## src/rtl/rf_write_arbiter.sv

```systemverilog
// rf_write_arbiter: round-robin arbiter that funnels NREQ register-file write
// requesters onto a single write port, with one cycle of output latency.
// Optional zero-fill sequencer (clear_start / clear_busy) is compiled in only
// when RFARB_CLEAR_EN is defined; without it clear_start is ignored and
// clear_busy is tied low.
module rf_write_arbiter #(
  parameter int NREQ   = 4,
  parameter int REGNUM = 32,
  parameter int WIDTH  = 64,
  localparam int AW    = $clog2(REGNUM)
) (
  input  logic                  clk,
  input  logic                  reset,
  input  logic [NREQ-1:0]       req_valid,
  input  logic [NREQ*AW-1:0]    req_addr,
  input  logic [NREQ*WIDTH-1:0] req_data,
  output logic [NREQ-1:0]       req_ready,
  input  logic                  clear_start,
  output logic                  clear_busy,
  output logic                  rf_enable,
  output logic                  rf_wr,
  output logic [AW-1:0]         rf_add_wr,
  output logic [WIDTH-1:0]      rf_datain
);

  localparam int PW = $clog2(NREQ);

  // Per-lane views of the flat request buses.
  logic [NREQ-1:0][AW-1:0]    addr_a;
  logic [NREQ-1:0][WIDTH-1:0] data_a;
  assign addr_a = req_addr;
  assign data_a = req_data;

  logic [PW-1:0]    rr_ptr;
  logic [NREQ-1:0]  grant;
  logic [PW-1:0]    gidx;
  logic [AW-1:0]    gaddr;
  logic [WIDTH-1:0] gdata;
  logic             in_idle;
  logic             clr_go;
  logic             clr_wr;
  logic [AW-1:0]    clr_addr;
  logic             xfer;

  // Rotating-priority search: walk from the farthest offset back to rr_ptr so
  // the closest valid requester (upward from rr_ptr) is the one left standing.
  always_comb begin
    logic [PW:0]   sum;
    logic [PW-1:0] idx;
    grant = '0;
    gidx  = '0;
    gaddr = '0;
    gdata = '0;
    sum   = '0;
    idx   = '0;
    for (int k = NREQ-1; k >= 0; k--) begin
      sum = {1'b0, rr_ptr} + (PW+1)'(k);
      if (sum >= (PW+1)'(NREQ)) sum = sum - (PW+1)'(NREQ);
      idx = sum[PW-1:0];
      if (req_valid[idx]) begin
        grant      = '0;
        grant[idx] = 1'b1;
        gidx       = idx;
        gaddr      = addr_a[idx];
        gdata      = data_a[idx];
      end
    end
  end

  // Grants only while arbitrating; a clear request wins the cycle it arrives.
  assign req_ready = (~reset & in_idle & ~clr_go) ? grant : '0;
  assign xfer      = |req_ready;

`ifdef RFARB_CLEAR_EN
  typedef enum logic {IDLE = 1'b0, CLEAR = 1'b1} state_t;
  state_t        state_q, state_d;
  logic [AW-1:0] cnt_q, cnt_d;

  // FSM state and zero-fill address counter.
  always_ff @(posedge clk) begin
    if (reset) begin
      state_q <= IDLE;
      cnt_q   <= '0;
    end else begin
      state_q <= state_d;
      cnt_q   <= cnt_d;
    end
  end

  // Next state: clear_start only counts in IDLE, so a pulse mid-sequence is dropped.
  always_comb begin
    state_d = state_q;
    cnt_d   = cnt_q;
    in_idle = 1'b0;
    clr_go  = 1'b0;
    clr_wr  = 1'b0;
    case (state_q)
      IDLE: begin
        in_idle = 1'b1;
        if (clear_start) begin
          clr_go  = 1'b1;
          state_d = CLEAR;
          cnt_d   = '0;
        end
      end
      CLEAR: begin
        clr_wr = 1'b1;
        if (cnt_q == AW'(REGNUM-1)) begin
          state_d = IDLE;
          cnt_d   = '0;
        end else begin
          cnt_d = cnt_q + AW'(1);
        end
      end
      default: state_d = IDLE;
    endcase
  end

  assign clr_addr   = cnt_q;
  assign clear_busy = (state_q == CLEAR) & ~reset;
`else
  logic unused_clear_start;
  assign unused_clear_start = clear_start;
  assign in_idle    = 1'b1;
  assign clr_go     = 1'b0;
  assign clr_wr     = 1'b0;
  assign clr_addr   = '0;
  assign clear_busy = 1'b0;
`endif

  // Registered write port and round-robin pointer; address/data hold when idle.
  always_ff @(posedge clk) begin
    if (reset) begin
      rr_ptr    <= '0;
      rf_enable <= 1'b0;
      rf_wr     <= 1'b0;
      rf_add_wr <= '0;
      rf_datain <= '0;
    end else begin
      rf_enable <= 1'b1;
      rf_wr     <= xfer | clr_wr;
      if (xfer) begin
        rf_add_wr <= gaddr;
        rf_datain <= gdata;
        rr_ptr    <= (gidx == PW'(NREQ-1)) ? '0 : gidx + PW'(1);
      end else if (clr_wr) begin
        rf_add_wr <= clr_addr;
        rf_datain <= '0;
      end
    end
  end

endmodule

```

## config.mk

```make
export PLATFORM = sky130hd
export DESIGN_NAME = rf_write_arbiter
export DESIGN_NICKNAME = d
export VERILOG_FILES = /design/src/rtl/rf_write_arbiter.sv
export SDC_FILE = /design/constraint.sdc
export NUM_CORES = 1
export LEC_CHECK = 0
export CAP_MARGIN = 20
export CORE_AREA = 4 4 152 154
export DETAILED_ROUTE_END_ITERATION = 8
export DIE_AREA = 0 0 156 158
export GPL_TIMING_DRIVEN = 1
export PLACE_DENSITY = 0.88
export SYNTH_ARGS = -nofsm -noshare
export SYNTH_HDL_FRONTEND = slang
export SYNTH_SLANG_ARGS = --single-unit
export TNS_END_PERCENT = 20
```

## constraint.sdc

```tcl
create_clock -name clk -period 5.8 [get_ports clk]
set_input_delay 1.16 -clock clk [delete_from_list [all_inputs] [get_ports clk]]
set_output_delay 1.16 -clock clk [all_outputs]
set_load 0.01 [all_outputs]
```

==> impl_metrics.ini <==
[grt]
global_route.usage.met3 = 0.0664
global_route.usage.met2 = 0.468
grt_first_pass_wirelength_mm = 54.2
grt_max_degree = 164
grt_antenna_before_repair = 2
first_global_vias = 10300
grt-busiest-layer = met2
globalRouteTotalUtil = 0.272
grt_remaining_overflow = 0
grt_util_met1 = 0.329

[routing]
via_count = 10400
viasPerCell = 6.66
drt_first_iter_violations = 911
detail_route.first_pass.iterations = 5
detail_route.wirelength_mm = 35.5
drc = 0
wl_per_cell_um = 22.7
ant_nets = 0

[placed_design]
place.detailed.hpwl_mm = 26.0
place_congestion = 0.867
dpl-instance-area_mm2 = 0.0137
buffer_ports.inserted = 356

[worst_hold_path]
worst_hold_path.num_cells = 2
worstHoldPathType = flip-flop to flip-flop
holdCritStartpoint = rf_datain[54]$_SDFFE_PP0P_
min_to = rf_datain[54]$_SDFFE_PP0P_

[clock_network]
clock_tree.htree_level_count = 3
cts_buffer_depth = 2
worst_setup_hold_path_clk_slew_ns = 0.06
clock_tree.root_cell = sky130_fd_sc_hd__clkbuf_16
cts_hold_buf = 0
cts.sinks = 73
clk_latency_ns = 0.33
ctsResizeCount = 0
clock_buffers_created_by_tritoncts = 9
cts_setup_buffers = 0
cts_tree = built

[job]
max-cap-violations = 0

[timing]
count_of_final_hold_check_violations = 0
worst_pin_slew_ns = 1.12
setup_violation_total_in_the_final_timing_report = 0
fin_worst_skew_ns = 0.0116
min_period_ns = 5.25
maxClockFrequency_mhz = 190
slew-limit-headroom = 0.257
totalNegativeSetupSlack_ns = 0
maxSlewViolCount = 0
grt_setup_unrepaired = false
layout_worst_path_cycle_share = 0.905

[worst_setup_path]
crit_required_ns = 4.64
critical_path.startpoint_type = input pin
worst-r2r-cell-count = 10
max_fanout_on_critical_path = 15
criticalPathCategory = input pin to output port
worst_r2r_endpoint = rf_datain[20]$_SDFFE_PP0P_
critPathArrivalTime_ns = 4.09
reg2reg_from = rr_ptr[0]$_SDFFE_PP0P_
timing.critical_path.to_type = output port
timing.reg2reg.setup_slack_ns = 1.87

[floorplanning]
floorplan.core_area_mm2 = 0.0217
die_h_um = 158
initial_util = 0.467
chipWidth_um = 156
full_die_area_mm2 = 0.0246
io_pins = 359
core.rowCount = 54

[finish]
antennaDiodeCount = 0
finish.instance_area_mm2 = 0.0140
final_stage_net_count = 1568
post_route_cells_drive_above_1_share = 0.188
syn_to_final_growth_pct = 38.5

[synthesis]
synth_sequential_area_ratio = 0.144
postSynthRegisterBits = 73
synthesis.nets = 1304
synthesis.yosys.warnings = 0
syn-cell-area_mm2 = 0.0101
synth_cells = 1013
syn-mean-instance-area_um2 = 9.99
ys_types = 50

[pwr]
power_frac_clock = 0.074
power.sequential.fraction = 0.130
worst_ir_drop_on_vdd_mv = 0.356
pwr-share-comb = 0.795
p_per_area_mw_per_mm2 = 485
sw_frac_of_total = 0.467
power.net_switching_mw = 3.17
pleak_nw = 4.64
cell_internal_pwr_mw = 3.62

[outcome]
result_of_the_run = finished clean
## logic make-up after synthesis
group,after synthesis,share of synthesized area
xor+xnor,1,0.000866
simple gates,242,0.114
compound gates,272,0.212
other cells,1,0.000371
buf+inv,136,0.0585
fa+ha+maj,8,0.00989
flops,73,0.144
mux,280,0.459
## per-stage QoR
stage               total power, mW  hold slack (ns)  utilization  worst slack [ns]  cells
floorplan                      4.69            0.473            -              1.10   1013
global placement               6.08            0.435        0.632             0.731   1544
detailed placement             6.23            0.440        0.632             0.632   1544
CTS                            6.76            0.448        0.644             0.639   1558
global route                   7.26            0.461        0.646             0.480   1560
finish                         6.79            0.447        0.646             0.550   1560
## state kept, by name (all words and copies together), names as in the netlist
signal and count:
rf_enable 1, rf_add_wr 5, rr_ptr 2, rf_wr 1, rf_datain 64
## area by class of cell
cell class,count,area (um2)
Multi-Input combinational cell,804,8110
Fill cell,1711,7670
Timing Repair Buffer,381,3800
Sequential cell,73,1470
Tap cell,280,350
Clock buffer,10,229
Inverter,8,30.0
Clock inverter,4,22.5
## metal layers
layer	vias to the layer above	share of wire
li1	4668	-
met1	5042	0.37
met2	565	0.50
met3	104	0.099
met4	4	0.037
met5	-	0.00059
## power by group through the flow
stage | combinational [mW] | clock, mW | sequential [mW]
CTS | 5.36 | 0.519 | 0.887
global route | 5.82 | 0.532 | 0.909
floorplan | 3.71 | 0 | 0.983
detailed placement | 5.34 | 0 | 0.896
global placement | 5.19 | 0 | 0.886
finish | 5.40 | 0.506 | 0.886
## placed cells by master, fill, tap and decap left out, types with 29 or more instances in the layout
| cell type | count |
|---|---|
| sky130_fd_sc_hd__dfxtp_1 | 71 |
| sky130_fd_sc_hd__o21ai_0 | 51 |
| sky130_fd_sc_hd__nand2b_1 | 64 |
| sky130_fd_sc_hd__a21oi_1 | 29 |
| sky130_fd_sc_hd__mux4_2 | 145 |
| sky130_fd_sc_hd__nand2_1 | 105 |
| sky130_fd_sc_hd__nor2_1 | 32 |
| sky130_fd_sc_hd__mux2i_1 | 121 |
| sky130_fd_sc_hd__o221ai_1 | 98 |
| sky130_fd_sc_hd__clkdlybuf4s50_1 | 356 |
## how the worst max path moves through the flow
stage                           startpoint            to  cells past startpoint
floorplan           rr_ptr[1]$_SDFFE_PP0P_  req_ready[0]                     11
global placement              req_valid[3]  req_ready[0]                      7
finish                        req_valid[3]  req_ready[0]                      7
detailed placement            req_valid[2]  req_ready[0]                      7
CTS                           req_valid[2]  req_ready[0]                      7
global route                  req_valid[2]  req_ready[0]                      7
## cells in the mapped netlist, drive strengths merged
master / count / area (um2)
a211oi: 18 / 220
a21o: 1 / 7.51
a21oi: 29 / 145
a221o: 4 / 40.0
a221oi: 23 / 226
a311oi: 4 / 41.3
a31oi: 1 / 6.26
and2: 4 / 25.0
buf: 52 / 277
clkbuf: 76 / 285
conb: 1 / 3.75
dfxtp: 73 / 1460
ha: 8 / 100
inv: 8 / 30.0
mux2: 13 / 146
mux2i: 121 / 1210
mux4: 146 / 3290
nand2: 106 / 400
nand2b: 64 / 400
nand3: 4 / 20.0
nor2: 32 / 120
nor2b: 8 / 50.1
nor3: 20 / 100
nor3b: 2 / 26.3
nor4b: 1 / 8.76
o2111ai: 1 / 8.76
o211a: 1 / 10.0
o211ai: 2 / 15.0
o21a: 2 / 15.0
o21ai: 62 / 310
o221a: 9 / 101
o221ai: 98 / 858
o22a: 1 / 8.76
o22ai: 9 / 56.3
o31ai: 2 / 15.0
o32a: 2 / 22.5
o32ai: 3 / 41.3
or3: 1 / 6.26
xnor2: 1 / 8.76
## critical path: stages
cell and delay [ns]:
sky130_fd_sc_hd__clkdlybuf4s50_1 0.67, sky130_fd_sc_hd__mux2_2 0.45, sky130_fd_sc_hd__mux2i_1 0.57, sky130_fd_sc_hd__buf_4 0.31
sky130_fd_sc_hd__a221oi_2 0.11, sky130_fd_sc_hd__nor3_1 0.24, sky130_fd_sc_hd__clkdlybuf4s50_1 0.57
No activity file was read; power rests on OpenSTA's default activity.
